$ cat config.mk
export PLATFORM = sky130hd
export DESIGN_NAME = z80_busarb
export DESIGN_NICKNAME = d
export VERILOG_FILES = /design/src/rtl/z80_busarb.sv
export SDC_FILE = /design/constraint.sdc
export NUM_CORES = 1
export LEC_CHECK = 0
export CORE_MARGIN = 2
export CORE_UTILIZATION = 45
export CTS_CLUSTER_SIZE = 40
export DETAILED_ROUTE_END_ITERATION = 8
export HOLD_SLACK_MARGIN = 0.15
export PLACE_DENSITY = 0.8
export SLEW_MARGIN = 20
export SYNTH_ARGS = -nofsm -noshare
export SYNTH_HDL_FRONTEND = slang
export SYNTH_SLANG_ARGS = --single-unit
export TNS_END_PERCENT = 50
$ cat constraint.sdc
create_clock -name clk -period 1.5 [get_ports clk]
set_input_delay 0.375 -clock clk [delete_from_list [all_inputs] [get_ports clk]]
set_output_delay 0.375 -clock clk [all_outputs]
set_load 0.01 [all_outputs]
$ cat src/rtl/z80_busarb.sv
// Round-robin bus-request arbiter for the Z80 external bus (nBUSRQ/nBUSACK).
// Define Z80_BUSARB_FAIRGAP_EN to hold nBUSRQ high for GAP_CYCLES between tenures.
module z80_busarb #(
  parameter int NUM_MASTERS = 2,
  parameter int MAX_HOLD    = 64,
  parameter int GAP_CYCLES  = 4
) (
  input  logic                   clk,
  input  logic                   reset,
  input  logic [NUM_MASTERS-1:0] req,
  output logic [NUM_MASTERS-1:0] grant,
  output logic                   nBUSRQ,
  input  logic                   nBUSACK,
  output logic                   busy,
  output logic                   timeout
);

  localparam int PW = (NUM_MASTERS > 1) ? $clog2(NUM_MASTERS) : 1;
  localparam int HW = (MAX_HOLD > 0) ? $clog2(MAX_HOLD + 1) : 1;
  localparam int HOLD_LAST = (MAX_HOLD > 0) ? MAX_HOLD - 1 : 0;

  typedef enum logic [2:0] {
    S_IDLE, S_REQ, S_GRANT, S_RELEASE, S_GAP
  } state_t;

  state_t          state;
  logic [PW-1:0]   rr_ptr;
  logic [HW-1:0]   hold_cnt;
  logic [PW-1:0]   win;
  logic [PW-1:0]   lo_w;
  logic [PW-1:0]   hi_w;
  logic            hi_v;
  logic [PW-1:0]   nxt_ptr;
  logic            owner_req;
  logic            hold_end;

`ifdef Z80_BUSARB_FAIRGAP_EN
  localparam int GW = (GAP_CYCLES > 0) ? $clog2(GAP_CYCLES + 1) : 1;
  localparam int GAP_LAST = (GAP_CYCLES > 0) ? GAP_CYCLES - 1 : 0;
  logic [GW-1:0] gap_cnt;
`endif

  // Descending scan: last hit is the lowest index, so hi_w is
  // the first requester at/after rr_ptr and lo_w the wrap fallback.
  always_comb begin
    lo_w = '0;
    hi_w = '0;
    hi_v = 1'b0;
    for (int j = NUM_MASTERS - 1; j >= 0; j--) begin
      if (req[j]) begin
        lo_w = PW'(j);
        if (j >= int'(rr_ptr)) begin
          hi_w = PW'(j);
          hi_v = 1'b1;
        end
      end
    end
    win = hi_v ? hi_w : lo_w;
  end

  assign nxt_ptr   = (win == PW'(NUM_MASTERS - 1)) ? '0 : win + 1'b1;
  assign owner_req = |(req & grant);
  assign hold_end  = (MAX_HOLD != 0) && (hold_cnt == HW'(HOLD_LAST));

  always_ff @(posedge clk or posedge reset) begin
    if (reset) begin
      state    <= S_IDLE;
      rr_ptr   <= '0;
      hold_cnt <= '0;
      grant    <= '0;
      nBUSRQ   <= 1'b1;
      busy     <= 1'b0;
      timeout  <= 1'b0;
`ifdef Z80_BUSARB_FAIRGAP_EN
      gap_cnt  <= '0;
`endif
    end else begin
      timeout <= 1'b0;
      unique case (state)
        S_IDLE: begin
          if (|req) begin
            state  <= S_REQ;
            nBUSRQ <= 1'b0;
            busy   <= 1'b1;
          end
        end
        S_REQ: begin
          if (!nBUSACK) begin
            if (|req) begin
              grant    <= NUM_MASTERS'(1) << win;
              rr_ptr   <= nxt_ptr;
              hold_cnt <= '0;
              state    <= S_GRANT;
            end else begin
              nBUSRQ <= 1'b1;
              state  <= S_RELEASE;
            end
          end
        end
        S_GRANT: begin
          if (hold_cnt != {HW{1'b1}}) hold_cnt <= hold_cnt + 1'b1;
          if (!owner_req || hold_end) begin
            grant   <= '0;
            nBUSRQ  <= 1'b1;
            timeout <= owner_req;
            state   <= S_RELEASE;
          end
        end
        S_RELEASE: begin
          if (nBUSACK) begin
`ifdef Z80_BUSARB_FAIRGAP_EN
            gap_cnt <= '0;
            state   <= S_GAP;
`else
            busy    <= 1'b0;
            state   <= S_IDLE;
`endif
          end
        end
        default: begin
`ifdef Z80_BUSARB_FAIRGAP_EN
          if (gap_cnt >= GW'(GAP_LAST)) begin
            busy  <= 1'b0;
            state <= S_IDLE;
          end else begin
            gap_cnt <= gap_cnt + 1'b1;
          end
`else
          busy  <= 1'b0;
          state <= S_IDLE;
`endif
        end
      endcase
    end
  end

endmodule
==> run summary <==
The flow ran to the end, but the final reports show violations. The final reports fail on negative setup slack. The number of distinct library cells after synthesis is 36. Dividing the detail-routed wire length by the instance count gives about 17 um.

The prevailing post-synth register cell is dfrtp_1. The starting utilization of the core area came out at 48.53%. The min-delay analysis places its worst path in the category in -> async. The cell area after placement came out at 1089 sq um. The number of antenna diodes is 0.

The flop and latch count out of synthesis came out at 15. The final clock period utilization by the worst path came out at 107.9%. The worst setup path is launched from a flop. The area added between synthesis and finish came out at 53.47%.

The die extent in y came out at 47.39 um. The combined global-route utilization of all metal layers came out at between 20% and 30%. The maximum clock rate is 617.6 MHz. The portion of synthesized cell area occupied by the leading cell type is 41.36%. The library cell with the highest instance count after synthesis is dfrtp_1. The required time reported for the critical path endpoint came out at between 1.5 and 2 ns. The full die area came out at 2245 sq um. The number of failing setup endpoints in the final timing report is 10. The longest clock path from root to sink contains 2 buffers. During placement, the flow inserted port buffers numbering 9. Combinational logic burns between 60 and 70% of the power. The via count is 795. The final instance count without filler cells is 137.

Across the VDD grid, the largest voltage drop is 1.249 mV. The proportion of layout cells with a drive suffix above 1 came out at 50.89%. After floorplanning, the core was divided into 15 placement rows.

The fraction of registers with async set/reset is 100.0%. The internal power of the cells totals 1469 uW. Setup repair after global routing could not meet its margin everywhere. The number of synthesis warnings is 0.

The routed wire length came out at between 2000 and 2500 um. On the final layout, the worst clock skew is about 0.011 ns. The source-to-sink clock delay at the later pin of the worst-skew pair came out at 0.29 ns. The setup path with the least slack is of type reg -> reg. The post-route DRC violation count is 0. For this run the aggregate overflow at the end of global routing stands at 0. The average via count per standard cell is a little under 6.

The final non-filler cell area came out at 1300 sq um. The TritonCTS sink count came out at 15. The core footprint is 1745 sq um.

The first global-routing pass estimated 3270 um of wire. The worst register-to-register path has a depth of 7. The count of nets left with antenna violations once routing finished came out at 0. The final critical path time including I/O delays and setup is 1.619 ns.

The number of max-capacitance violations reported came out at 0. The number of placed instances with taps included came out at 129. Ranked by instance count, the synthesized netlist is headed by 14 x dfrtp_1, 6 x inv_1, 6 x o21ai_0. The post-DP HPWL came out at about 1400 um. The number of primary I/O pins is 10. TritonCTS built the clock tree. The routability-driven placement congestion ratio is 0.8888. Sorting the synthesized cells by area gives the leading types as dfrtp_1 41%, ha_1 7.4%, mux2_2 4.0%, o21ai_0 3.5%, dfstp_2 3.1%. The proportion of total power due to net switching is approximately two fifths. The first detailed-routing pass took 5 iterations. The via count of the first global-routing pass came out at 767. The net count reported at finish is 123.

The number of max-slew violations in the final report came out at 0. The number of nets in the synthesized netlist is 92. The largest fanout on the critical path came out at 4.

The horizontal extent of the die is 47.39 um. The switching power of the nets is 975.8 uW. The cell leakage power is 0.0005632 uW. The post-synthesis instance total is a little over 80.

The synthesized design spends more area on one cell type than any other, namely dfrtp_1. For this block, the initial DRC count from the detailed router was 11. Setup slack on the critical path of the routed design comes to -0.1191 ns. Of the synthesized area, sequential elements account for 44.46%.

STA classifies the critical path endpoint as a flop. The headroom to the max-slew limit is about three quarters. The clock share of power is 10.3%. The relative contribution of sequential cells to total power is 28.3%. The critical path arrival came out at 1.81 ns. The mean instance size in the synthesized netlist is between 10 and 15 sq um.

Entering global routing, the biggest net connects 12 pins. The number of hold-repair buffers added at the cts stage is 0. The final core utilization is 74.48%.

The total power per unit cell area came out at approximately 1900 nW/um^2. The mapped netlist covers about 850 sq um. The clock-pin slew on the worst setup and hold paths came out at between 0.1 and 0.15 ns. In this run the clock root is driven by a clkbuf_4. The measured slew at the worst slew-check pin came out at approximately 0.39 ns. The number of flops mapped to enable cells by yosys is 0.

The worst setup slack after placement is -0.3841 ns. The initial antenna violation count came out at 0. The total CTS buffers came out at 3. The CTS H-tree depth is 1. The final hold violation count came out at 0.
## path summary, 6_finish.rpt
kind                       startpoint     endpoint  slack (ns)
setup / recovery             state[1]  hold_cnt[0]       -0.12
min in group clk                 busy         busy        0.52
hold / removal                  reset     state[0]        0.25
hold reg to reg                  busy         busy        0.52
setup reg to reg             state[1]  hold_cnt[0]       -0.12
max in group asynchronous       reset  hold_cnt[6]        0.85
## registers in the layout, indices dropped and copies added (netlist names)
register / count
rr_ptr: 1
hold_cnt: 7
timeout: 1
state: 2
grant: 2
busy: 1
nBUSRQ: 1
## layout make-up
class | count | area, sq um
Clock buffer | 4 | 26.28
Fill cell | 109 | 445.4
Inverter | 6 | 22.52
Multi-Input combinational cell | 60 | 613.1
Sequential cell | 15 | 379.1
Tap cell | 25 | 31.28
Timing Repair Buffer | 27 | 227.7
## power groups by stage
stage / logic [uW] / registers, uW / clock network (uW)
detailed placement: 1060 / 664 / 0
floorplan: 667 / 663 / 0
global placement: 1030 / 655 / 0
finish: 1500 / 691 / 252
CTS: 1290 / 667 / 247
global route: 1600 / 705 / 270
## timing repair
action / CTS / global route
buffers inserted: 3 / 2
gates resized for setup: 25 / 16
pin swaps: 5 / 5
endpoints found under the setup margin: 15 / 12
## through the flow
step           hold WS (ns)  power, uW  TNS (ns)
4_1_cts              0.2580       2203   -0.2665
3_3_place_gp         0.4787       1682    -3.708
3_5_place_dp         0.4915       1727    -4.138
6_report             0.2545       2445   -0.7704
5_1_grt              0.2841       2570    -1.128
2_1_floorplan        0.2758       1330         0
## cell usage in the layout, fill, tap and decap left out, drive strengths merged, types with 3 or more instances in the layout
cell type	synthesis	final
nand2b	4	4
dlygate4sd2	0	6
nor3	3	3
clkbuf	0	4
nand2	4	4
nor2	4	4
a21oi	4	4
ha	5	5
a22o	3	3
dfrtp	14	14
o21ai	8	8
buf	1	18
mux2	4	4
inv	6	6
## metal layers
metal	vias to the layer above	wire [um]	GRT usage (%)
li1	370	-	-
met1	400	984	24.94
met2	19	1273	36.22
met3	6	63	3.846
met4	0	54	9.444
met5	-	0	0
## kinds of logic after synthesis
family | count (synthesis) | share of synthesized area (%)
simple gates | 24 | 16.99
fa+ha+maj | 5 | 7.386
mux | 4 | 5.317
flops | 15 | 44.46
buf+inv | 7 | 3.545
compound gates | 27 | 22.31
## worst max-delay path, stage by stage (launching register included)
cell and delay, ns:
dfrtp_2 0.45, buf_4 0.15, ha_4 0.17, buf_4 0.15, buf_4 0.13, inv_1 0.07
o21ai_1 0.10, mux2_2 0.29
Power figures use the tool's default switching activity.
